[src/rtl/core_pkg.sv]
// Shared core definitions: ALU operation codes and the RV32I opcode/funct fields
// recognised by the decode/issue stage and the ALU.
package core_pkg;

  localparam logic [4:0] ALUOp_nop   = 5'b00000;
  localparam logic [4:0] ALUOp_lui   = 5'b00001;
  localparam logic [4:0] ALUOp_auipc = 5'b00010;
  localparam logic [4:0] ALUOp_add   = 5'b00011;
  localparam logic [4:0] ALUOp_sub   = 5'b00100;

  localparam logic [6:0] OP_LUI   = 7'b0110111;
  localparam logic [6:0] OP_AUIPC = 7'b0010111;
  localparam logic [6:0] OP_R     = 7'b0110011;
  localparam logic [6:0] OP_IMM   = 7'b0010011;

  localparam logic [6:0] F7_ADD = 7'b0000000;
  localparam logic [6:0] F7_SUB = 7'b0100000;
  localparam logic [2:0] F3_ADD = 3'b000;

endpackage

[src/rtl/id_decode.sv]
// Pure combinational decode of one RV32I instruction into ALU operands, ALUOp,
// destination register and write-back enable. Unsupported encodings become a NOP bubble.
module id_decode
  import core_pkg::*;
#(
  parameter int XLEN = 32,
  parameter int OPW  = 5
) (
  input  logic [31:0]     instr,
  input  logic [XLEN-1:0] pc,
  input  logic [XLEN-1:0] rs1_data,
  input  logic [XLEN-1:0] rs2_data,
  output logic [XLEN-1:0] a,
  output logic [XLEN-1:0] b,
  output logic [OPW-1:0]  aluop,
  output logic [4:0]      rd,
  output logic            rf_we,
  output logic            illegal
);

  logic [XLEN-1:0] uimm;
  logic [XLEN-1:0] iimm;
  logic [6:0]      opcode;
  logic [2:0]      funct3;
  logic [6:0]      funct7;
  logic            writes;

  assign opcode = instr[6:0];
  assign funct3 = instr[14:12];
  assign funct7 = instr[31:25];
  assign rd     = instr[11:7];

  // Both immediates are sign-extended so the stage also works for XLEN > 32.
  assign uimm = XLEN'(signed'({instr[31:12], 12'b0}));
  assign iimm = XLEN'(signed'(instr[31:20]));

  always_comb begin
    a       = '0;
    b       = '0;
    aluop   = OPW'(ALUOp_nop);
    writes  = 1'b0;
    illegal = 1'b0;
    case (opcode)
      OP_LUI: begin
        aluop  = OPW'(ALUOp_lui);
        b      = uimm;
        writes = 1'b1;
      end
      OP_AUIPC: begin
        aluop  = OPW'(ALUOp_auipc);
        a      = pc;
        b      = uimm;
        writes = 1'b1;
      end
      OP_R: begin
        if (funct3 == F3_ADD && funct7 == F7_ADD) begin
          aluop  = OPW'(ALUOp_add);
          a      = rs1_data;
          b      = rs2_data;
          writes = 1'b1;
        end else if (funct3 == F3_ADD && funct7 == F7_SUB) begin
          aluop  = OPW'(ALUOp_sub);
          a      = rs1_data;
          b      = rs2_data;
          writes = 1'b1;
        end else begin
          illegal = 1'b1;
        end
      end
      OP_IMM: begin
        if (funct3 == F3_ADD) begin
          aluop  = OPW'(ALUOp_add);
          a      = rs1_data;
          b      = iimm;
          writes = 1'b1;
        end else begin
          illegal = 1'b1;
        end
      end
      default: illegal = 1'b1;
    endcase
  end

  // Writes to x0 are architecturally discarded, so never request them.
  assign rf_we = writes & (rd != 5'd0);

endmodule

[src/rtl/id_ex_stage.sv]
// Decode/issue register in front of the ALU: decodes one instruction per accept and
// holds the decoded fields stable behind a valid/ready handshake, with flush support.
module id_ex_stage
  import core_pkg::*;
#(
  parameter int              XLEN   = 32,
  parameter int              OPW    = 5,
  parameter logic [XLEN-1:0] RST_PC = '0
) (
  input  logic            clk,
  input  logic            rstn,
  input  logic            in_valid,
  output logic            in_ready,
  input  logic [31:0]     in_instr,
  input  logic [XLEN-1:0] in_pc,
  input  logic [XLEN-1:0] rs1_data,
  input  logic [XLEN-1:0] rs2_data,
  input  logic            flush,
  output logic            out_valid,
  input  logic            out_ready,
  output logic [XLEN-1:0] out_A,
  output logic [XLEN-1:0] out_B,
  output logic [OPW-1:0]  out_ALUOp,
  output logic [4:0]      out_rd,
  output logic            out_rf_we,
  output logic [XLEN-1:0] out_pc,
  output logic            out_illegal
);

  logic [XLEN-1:0] dec_a;
  logic [XLEN-1:0] dec_b;
  logic [OPW-1:0]  dec_aluop;
  logic [4:0]      dec_rd;
  logic            dec_rf_we;
  logic            dec_illegal;
  logic            accept;

  id_decode #(
    .XLEN(XLEN),
    .OPW (OPW)
  ) u_decode (
    .instr   (in_instr),
    .pc      (in_pc),
    .rs1_data(rs1_data),
    .rs2_data(rs2_data),
    .a       (dec_a),
    .b       (dec_b),
    .aluop   (dec_aluop),
    .rd      (dec_rd),
    .rf_we   (dec_rf_we),
    .illegal (dec_illegal)
  );

  assign in_ready = !out_valid | out_ready;
  assign accept   = in_valid & in_ready;

  // Flush has priority over accept; a drained slot keeps its stale data registers.
  always_ff @(posedge clk or negedge rstn) begin
    if (!rstn) begin
      out_valid   <= 1'b0;
      out_A       <= '0;
      out_B       <= '0;
      out_ALUOp   <= OPW'(ALUOp_nop);
      out_rd      <= 5'd0;
      out_rf_we   <= 1'b0;
      out_pc      <= RST_PC;
      out_illegal <= 1'b0;
    end else if (flush) begin
      out_valid <= 1'b0;
    end else if (accept) begin
      out_valid   <= 1'b1;
      out_A       <= dec_a;
      out_B       <= dec_b;
      out_ALUOp   <= dec_aluop;
      out_rd      <= dec_rd;
      out_rf_we   <= dec_rf_we;
      out_pc      <= in_pc;
      out_illegal <= dec_illegal;
    end else if (out_ready) begin
      out_valid <= 1'b0;
    end
  end

endmodule
[config.mk]
export PLATFORM = sky130hd
export DESIGN_NAME = id_ex_stage
export DESIGN_NICKNAME = d
export VERILOG_FILES = /design/src/rtl/core_pkg.sv /design/src/rtl/id_decode.sv /design/src/rtl/id_ex_stage.sv
export SDC_FILE = /design/constraint.sdc
export NUM_CORES = 1
export LEC_CHECK = 0
export ABC_AREA = 1
export CAP_MARGIN = 20
export CELL_PAD_IN_SITES_DETAIL_PLACEMENT = 0
export CELL_PAD_IN_SITES_GLOBAL_PLACEMENT = 1
export CORE_MARGIN = 2
export CORE_UTILIZATION = 31
export DETAILED_ROUTE_END_ITERATION = 6
export HOLD_SLACK_MARGIN = 0.05
export PLACE_DENSITY = 0.95
export SYNTH_ARGS = -nofsm -noshare
export SYNTH_HDL_FRONTEND = slang
export SYNTH_SLANG_ARGS = --single-unit
[constraint.sdc]
create_clock -name clk -period 3.21 [get_ports clk]
set_input_delay 0.642 -clock clk [delete_from_list [all_inputs] [get_ports clk]]
set_output_delay 0.642 -clock clk [all_outputs]
set_load 0.01 [all_outputs]
# [Yosys cells after proc, flatten, opt, wreduce, memory -nomap -nowiden]
# Index checks and enable logic that the tools add are counted.
[totals] register_bits=109
[op_classes] n_eq_ne=5 muxes=23 bitwise_logic=4 reduce_logical=9
[ops] cell="$mux W32" n=6
[ops] cell="$pmux W32 S3" n=2
[ops] cell="$eq A7 B6 Y1 const B" n=3
[ops] cell="$pmux W5 S4" n=1
[ops] cell="$eq A7 B5 Y1 const B" n=2
[ops] cell="$mux W1" n=9
[ops] cell="$logic_not A7 Y1" n=1
[ops] cell="$pmux W1 S3" n=2
[ops] cell="$mux W5" n=1
[ops] cell="$reduce_bool A5 Y1" n=1
[ops] cell="$logic_not A3 Y1" n=1
[ops] cell="$mux W3" n=1
[ops] cell="$reduce_bool A3 Y1" n=1
[ops] cell="$and A1 B1 Y1" n=2
[ops] cell="$logic_and A1 B1 Y1" n=2
[ops] cell="$mux W2" n=1
[ops] cell="$reduce_and A2 Y1" n=1
[ops] cell="$reduce_or A2 Y1" n=1
[ops] cell="$logic_not A1 Y1" n=1
[ops] cell="$not A1 Y1" n=1
[ops] cell="$or A1 B1 Y1" n=1

# [Depth between registers and ports, before layout]
# Gate-level depths: netlist (run 1).
[depth] word_depth=6 ltp_mapped=11 depth_no_buf=10

# [Hierarchy]
# From an unflattened synthesis (run 1), not the netlist that was laid out.
[hier_totals] cells_unflattened=739 hier_area_um2=5459.0
[modules_own_cells] mod="id_ex_stage" n_inst=1 cells_each=473 area_per_inst_um2=4256.6 seq_area_each_um2=2727.6
[modules_own_cells] mod="id_decode" n_inst=1 cells_each=266 area_per_inst_um2=1202.4 seq_area_each_um2=0.0

# [Least setup slack after synthesis (run 1)]
# OpenSTA, ideal clock, no wires.
[synth_timing] path_kind="in2reg" startpoint="in out_ready" endpoint="reg out_B[17]" arrival_time_ps=1579 required_ps=3144 path_slack_ps=1565 stages=8 n_path_buf=3 path_cell_list="inv_1 nand2_1 nand2_1 buf_4 buf_4 clkbuf_1 nand2_1 nand2_1"
[synth_via] elab_chain_cells=3
[synth_lines] element="from (decl)" line="id_ex_stage.sv:20" text="input logic out_ready,"
[synth_lines] element="$or A1 B1 Y1" line="id_ex_stage.sv:54" text="assign in_ready = !out_valid | out_ready;"
[synth_lines] element="net in_ready" line="id_ex_stage.sv:13" text="output logic in_ready,"
[synth_lines] element="$and A1 B1 Y1" line="id_ex_stage.sv:55" text="assign accept = in_valid & in_ready;"
[synth_lines] element="$reduce_and A2 Y1 (no line)"
[synth_lines] element="to (signal assigned)" line="id_ex_stage.sv:62" text="out_B <= '0;"
[synth_lines] element="to (signal assigned)" line="id_ex_stage.sv:73" text="out_B <= dec_b;"
[synth_lines] element="to (decl)" line="id_ex_stage.sv:22" text="output logic [XLEN-1:0] out_B,"
# The timed path passes the listed nets, and every way through them passes these cells.
# A chain may end at the register's enable or synchronous reset.

# [Worst setup path in the final report (run 1)]
[layout_timing] startpoint="in out_ready" endpoint="out in_ready"
[layout_via] elab_chain_cells=1
[layout_lines] element="$or A1 B1 Y1" line="id_ex_stage.sv:54"
[layout_lines] element="to (decl)" line="id_ex_stage.sv:13"
# No other way between the ends.

==> reports/summary.md, run 1 <==
The final-layout setup total negative slack is 0 ps. Clock-pin slew was measured on the worst setup and hold paths at 70 ps. The critical path is of the in2out type.

Global routing used 31.71% of the available met2 tracks. In this design, the stage delay of the slowest critical-path cell is 590 ps. In this run the number of H-tree levels came out at 3. Global routing used 19.84% of the available tracks.

Setup violations remaining at the end of the flow were counted as 0. The initial utilization of the core area, before any placement, comes to 31.71%. The run gives 0 as the final-report max-slew violation count.

The worst setup path is launched from an input port. In this run the most used layer during global routing was met2. The sum of routed wire length over all layers was 17660 um.

The total number of clock tree sinks was 107. The tools report the met3 usage in global routing as 5.782%. The run gives 47 as the count of standard-cell rows.

In this run, synthesis inferred 0 flip-flops with an integrated enable. The tools report the sequential element share of the synthesized area as 51.10%. Synthesis produced a netlist whose cell count is 715. TritonCTS built the clock tree. In the final layout, the share of cells above drive strength 1 is 4.579%. After synthesis the netlist holds a flip-flop and latch count of 107. Number of buffers inserted by hold repair at cts: 0. The worst pin sits at a relative slew slack of 51.80%. The total placed cells including tap cells was 1143. In this run, the number of DRC markers left after iteration 0 of detailed routing was 313.

For this run, the share of the core covered by cells in the final layout is 49.41%. The async set-or-reset flop fraction in the synthesized netlist works out to 100.0%. The critical path arrival came out at 1840 ps.

The analysis attributes to cell leakage a power of 4.091 nW. Setup repair after global routing left no endpoint under its margin. For the final database, setup skew stands at 5.125 ps. By area the synthesized netlist is led by sky130_fd_sc_hd__dfrtp_1, sky130_fd_sc_hd__nand2_1, sky130_fd_sc_hd__nand3_1.

Final cycle utilization of the critical path: 77.24%. Across the run, the number of max-cap violations was 0. The tools report the via count as 5334. In this design, the critical path's most frequently occurring cell is sky130_fd_sc_hd__clkdlybuf4s50_1.

Global routing consumed, on the met1 layer, 26.02% of the routing resources. The tools report the placed wire-length estimate after detailed placement as 12210 um. The later-pin clock latency in the skew report is 350 ps. The run gives 28020 um as the global-route wire length before repair. The run gives 0.3346 mV as the maximum VDD drop. The cell type of the slowest stage on the worst timing path is sky130_fd_sc_hd__clkdlybuf4s50_1. The maximum clock path buffer count is 2, and the die span in x is 134.0 um.

Power spread over the standard cell area amounts to 395.0 nW/um^2. The largest fanout on the critical path is 3. The flow ran to the end, and the final reports show no timing, DRC or antenna violations. The total overflow left after global routing is 0. In this run the standard cell core region covers 16520 sq um. During synthesis, Yosys emitted a total of 0 warnings. The area growth from synthesis to layout is 55.83%.

Entering global routing, the biggest net connects 110 pins. Traced cell by cell, the critical path runs through clkdlybuf4s50_1 -> inv_1 -> nand2_1 -> clkdlybuf4s50_1. The highest clock rate came out at 403.3 MHz. Of all cell types, the one taking the most synthesized area is sky130_fd_sc_hd__dfrtp_1. 0 antenna diodes ended up in the layout.

The required time at the worst-slack endpoint came out at 2570 ps. The root buffer cell chosen for the clock tree is sky130_fd_sc_hd__clkbuf_16. The post-placement worst setup slack came out at 606.2 ps. In the layout the commonest cells are sky130_fd_sc_hd__nand2_1, sky130_fd_sc_hd__clkdlybuf4s50_1, sky130_fd_sc_hd__nand3_1. Gates resized during post-CTS repair numbered 0.

Summing every instance area after synthesis gives 5240 sq um. After synthesis, the mean cell area works out to 7.329 sq um. The logs give 5283 for the via count of the first global-routing pass and 17960 sq um for the full die area. For the number of buffers inserted by post-CTS setup repair, the log shows 0. Counting I/O delays and the setup requirement, the final critical path takes 2479 ps.

The netlist uses 23 different library cells. Among all flip-flop cells after synthesis, the most frequent one is sky130_fd_sc_hd__dfrtp_1. The mean number of vias per cell is 4.602.

For the count of nets left with antenna violations after detail routing, the log shows 0. The count of buffers inserted at the top-level ports came out at 240. The endpoint kind of the worst setup timing path is a primary output. For the final cell count without fillers, the log shows 1159.

The area share of the largest cell type after synthesis is 51.10%. The final hold violation count was 0; the smallest setup slack after layout was 730.7 ps. For the pin with the worst max-slew slack, the measured transition is 723.0 ps. The setup check on the worst reg-to-reg path leaves a slack of 1650 ps.

The number of antenna violations at the first check in global routing was 0. Number of I/O pins: 243. The CTS buffer count was 9; the total DRC errors in the routed layout was 0.

In this run the vertical extent of the chip is 134.0 um. The congestion estimate from routability-driven global placement came to 0.8097. In this run the worst hold path is classified as in2async.

Number of nets in the layout: 1067. The average detailed-routed wire length per instance was 15.24 um; the length of the first detailed-routing pass in iterations was 5. The run gives 1595 as the count of fill cells added during filler insertion. The library cell used most frequently in the layout, excluding fill and tap cells, is sky130_fd_sc_hd__nand2_1.
[worst max-delay path: cells and delay by family]
family	cells	cell delay [ps]
buffers and inverters	3	1070
and+or+nand+nor	1	120
[Yosys cell counts, types with 3 or more instances]
library cell,instances
sky130_fd_sc_hd__inv_1,13
sky130_fd_sc_hd__nor2_1,6
sky130_fd_sc_hd__buf_4,4
sky130_fd_sc_hd__buf_6,3
sky130_fd_sc_hd__nand2_2,5
sky130_fd_sc_hd__buf_2,21
sky130_fd_sc_hd__nor2_4,4
sky130_fd_sc_hd__o21ai_0,6
sky130_fd_sc_hd__clkbuf_1,17
sky130_fd_sc_hd__nand2_1,404
sky130_fd_sc_hd__dfrtp_1,107
sky130_fd_sc_hd__nand3_1,111
[power breakdown]
part	leakage, nW	switching [mW]	total (mW)	internal (mW)
registers	1.43	0.0407	1.46	1.42
logic	2.51	0.247	0.561	0.314
clock network	0.156	0.531	1.20	0.673
[through the flow]
step                total power [mW]  area (sq um)  hold slack [ps]
floorplan                      1.647          5244            346.4
CTS                            3.264          8165            356.1
finish                         3.225          8165            327.2
detailed placement             2.051          7851            463.8
global placement               2.048          7851            461.1
global route                   3.368          8165            378.3
[path summary, 6_finish.rpt]
| path | to | startpoint | cells after the start |
|---|---|---|---|
| setup / recovery | in_ready | out_ready | 4 |
| hold / removal | out_pc[6] | rstn | 1 |
| setup reg to reg | out_B[8] | out_valid | 8 |
| hold reg to reg | out_pc[21] | out_pc[21] | 2 |
| max in group asynchronous | out_pc[10] | rstn | 2 |
| min in group clk | out_pc[21] | out_pc[21] | 2 |
[flip-flops by register name, summed over array words and instances (netlist names)]
| name | count |
|---|---|
| out_B | 32 |
| out_pc | 32 |
| out_illegal | 1 |
| out_valid | 1 |
| out_A | 32 |
| out_ALUOp | 3 |
| out_rd | 5 |
| out_rf_we | 1 |
[logic make-up after synthesis]
kind of cell / synth area share, %
flops: 51.10
buf+inv: 5.587
simple gates: 42.31
compound gates: 0.9313
other cells: 0.07156
[layout make-up]
| cell class | instances | area (sq um) | area share (%) |
|---|---|---|---|
| Clock inverter | 3 | 43.79 | 0.5363 |
| Inverter | 16 | 60.06 | 0.7355 |
| Tap cell | 220 | 275.3 | 3.371 |
| Multi-Input combinational cell | 548 | 2286 | 28.00 |
| Sequential cell | 107 | 2678 | 32.79 |
| Clock buffer | 13 | 270.3 | 3.310 |
| Timing Repair Buffer | 252 | 2552 | 31.26 |
[metal layers]
layer	up-vias	share of wire, %
met5	-	0
met4	0	1.9
met3	17	8.1
met2	189	46
met1	2455	44
li1	2673	-
(Power assumes the default switching activity.)
==> inputs of run 2 (changes only) <==
CORE_UTILIZATION = 29   (was 31)
PLACE_DENSITY = 0.93   (was 0.95)
clock period = 2.4 ns   (was 3.21 ns; I/O delays follow)
==> run 2 against run 1 <==
Net effect:
- flip-flop and latch count unchanged
- worst hold slack better by 150 ps
- sequential share of layout area shrank 0.59 points
- final cell count is 1.6% higher
- clock-buffer cell count down 4
- critical path type unchanged
- critical endpoint unchanged
- largest cell class unchanged
==> reports/summary.md, run 2 (synthesis results as in run 1) <==
The flow ran to the end, and the final reports show no timing, DRC or antenna violations. The largest registers in the layout are out_A x32, out_B x32, out_pc x32. The top cell types in the final layout, fill and taps aside, are sky130_fd_sc_hd__nand2_1, sky130_fd_sc_hd__clkdlybuf4s50_1, sky130_fd_sc_hd__nand3_1.

Traced cell by cell, the critical path runs through clkdlybuf4s50_1 -> inv_1 -> nand2_1 -> clkdlybuf4s50_1. Setup repair after global routing left no endpoint under its margin. Once detailed placement completed, the half-perimeter wirelength came to 12700 um.

The area overhead of the layout relative to synthesis is 58.67%. The cell sitting at the root of the clock tree is a sky130_fd_sc_hd__clkbuf_16. The worst pin sits at a relative slew slack of 66.23%. Across the run, the number of max-cap violations was 0. The first detailed-routing pass took 5 iterations. The final estimated routing congestion in global placement came out at 0.8175.

The count of nets left with antenna violations after detail routing came out at 0. Setup violations remaining at the end of the flow were counted as 0. For the worst-skew pair, the clock arrives at the later sink with an insertion delay of 350 ps. The final hold violation count was 0; the die span in x was 138.4 um. Setup slack closes at 243.4 ps. The final-report max-slew violation count came out at 0.

The classification of the worst setup path was in2out. The setup check on the worst reg-to-reg path leaves a slack of 810 ps. Pin placement for this block handled 243 I/O pins. The tools report the register area as 2678 sq um.

For this run, the post-layout net count is 1077. Number of antenna violations at the first check in global routing: 0. For the pin with the worst max-slew slack, the measured transition is 506.6 ps. Most frequent standard cell in the layout excluding fill and tap cells: sky130_fd_sc_hd__nand2_1. The H-tree was split into 3 levels. On the critical path, the stage with the largest delay is an instance of sky130_fd_sc_hd__clkdlybuf4s50_1.

STA puts the critical path data arrival time at 1680 ps. The first global-routing pass estimated 28450 um of wire. The run gives 463.7 MHz as the highest clock rate.

Summing all multi-input logic gate instances after layout gives 2286 sq um. The tools report the via count as 5405. For this run, the slowest stage of the critical path takes 570 ps.

The worst path uses 89.86% of the clock period. From bottom edge to top edge, the die measures 138.4 um. The logs give 95.97 ps for the post-placement worst setup slack and 1920 ps for the required time at the worst-slack endpoint.

Summed over all layers, the routed wires come to 17970 um. On the final layout, the worst clock skew is 8.408 ps. The count of standard-cell rows was 49. Along the worst path, the maximum fanout reaches 3.

VDD sags by at most 0.3279 mV. The worst register-to-register path begins at out_valid. For the global-route usage over all layers, the log shows 18.47%. In this run the worst hold path is classified as in2async. For this block, the initial DRC count from the detailed router was 223. The tools report the total DRC errors in the routed layout as 0. The tree built by TritonCTS fans out to 107 sinks. For the overall power, the log shows 4.451 mW. The initial utilization of the core area, before any placement, comes to 29.37%. The worst path in the final design needs a cycle of 2157 ps, including I/O delays and setup. The run gives 4.158 nW as the total leakage power. The number of buffers inserted by post-CTS setup repair is 0.

The CTS buffer count came out at 9. For the worst flop-to-flop path, the logic depth is 6. In the final layout, the share of cells above drive strength 1 is 5.585%. The tools report the antenna diode count as 0.

The count of buffers inserted at the top-level ports is 240, and the mean number of vias per cell is 4.588. The clock transition at the registers of the reported paths came out at 70 ps. For this design the ratio of total power to cell area is 535.4 nW/um^2.

Cell repeated most along the worst path: sky130_fd_sc_hd__clkdlybuf4s50_1. The core region is 17840 sq um. The number of gates resized after CTS was 0. STA classifies the critical path startpoint as an input port. The clock passes through at most 2 buffers. The final-layout setup total negative slack came out at 0 ps. The run gives 110 as the maximum number of pins on one net before global-route repair. TritonCTS built the clock tree.

The worst setup path is captured at a primary output. The endpoint identified for the worst register-to-register timing path is out_A[12]. The total congestion overflow after global routing was 0; the via count of the first global-routing pass was 5325.

The run gives 19160 sq um as the full die area. The count of fill cells added during filler insertion is 1766, and the average detailed-routed wire length per instance is 15.25 um.
[run 2: cell count changes in the layout (fill, tap and decap cells not counted), sizes merged]
cell / previous run / this run
buf: 13 / 22
clkbuf: 13 / 9
bufinv: 1 / 3
clkinv: 2 / 3
clkinvlp: 0 / 1
dlygate4sd3: 0 / 1
[run 2: timing repair]
item	4_1_cts	5_1_grt
endpoints found under the hold margin	3	0
endpoints found under the setup margin	0	0
hold buffers	1	0
[run 2: per-layer routing]
metal	wire, um	GRT usage, %
met5	0	0
met4	452	7.197
met3	1073	4.157
met2	8522	30.02
met1	7916	24.08
[run 2: stage by stage]
stage	cell area, sq um	std cells	util [%]	hold slack, ps
2_1_floorplan	5244	716	-	184.4
6_report	8314	1178	46.60	475.6
5_1_grt	8314	1178	46.60	473.5
3_3_place_gp	7955	1161	44.59	298.6
4_1_cts	8314	1178	46.60	461.6
3_5_place_dp	7955	1161	44.59	299.0
[run 2: area by class of cell]
| cell class | instances | area share [%] |
|---|---|---|
| Clock buffer | 9 | 2.709 |
| Clock inverter | 7 | 1.490 |
| Inverter | 16 | 0.7223 |
| Multi-Input combinational cell | 548 | 27.49 |
| Sequential cell | 107 | 32.20 |
| Tap cell | 229 | 3.446 |
| Timing Repair Buffer | 262 | 31.93 |
[run 2: worst max path at each step]
stage,end,slack (ps),start
after CTS,in_ready,250,out_ready
after detailed placement,out_A[12],100,in_valid
after floorplan,out_B[17],920,out_ready
after global placement,out_B[4],100,in_instr[1]
final,in_ready,240,out_ready
after global routing,in_ready,210,out_ready
[run 2: worst max-delay path, delay by kind of cell]
kind	cells	cell delay, ps
AND/OR/NAND/NOR	1	130
buffers and inverters	3	1070
[run 2: report_power, final]
group / switching [mW] / internal, mW / total, mW / leakage (nW)
clock: 0.708 / 1.03 / 1.74 / 0.166
sequential: 0.0566 / 1.90 / 1.95 / 1.43
combinational: 0.335 / 0.426 / 0.760 / 2.56
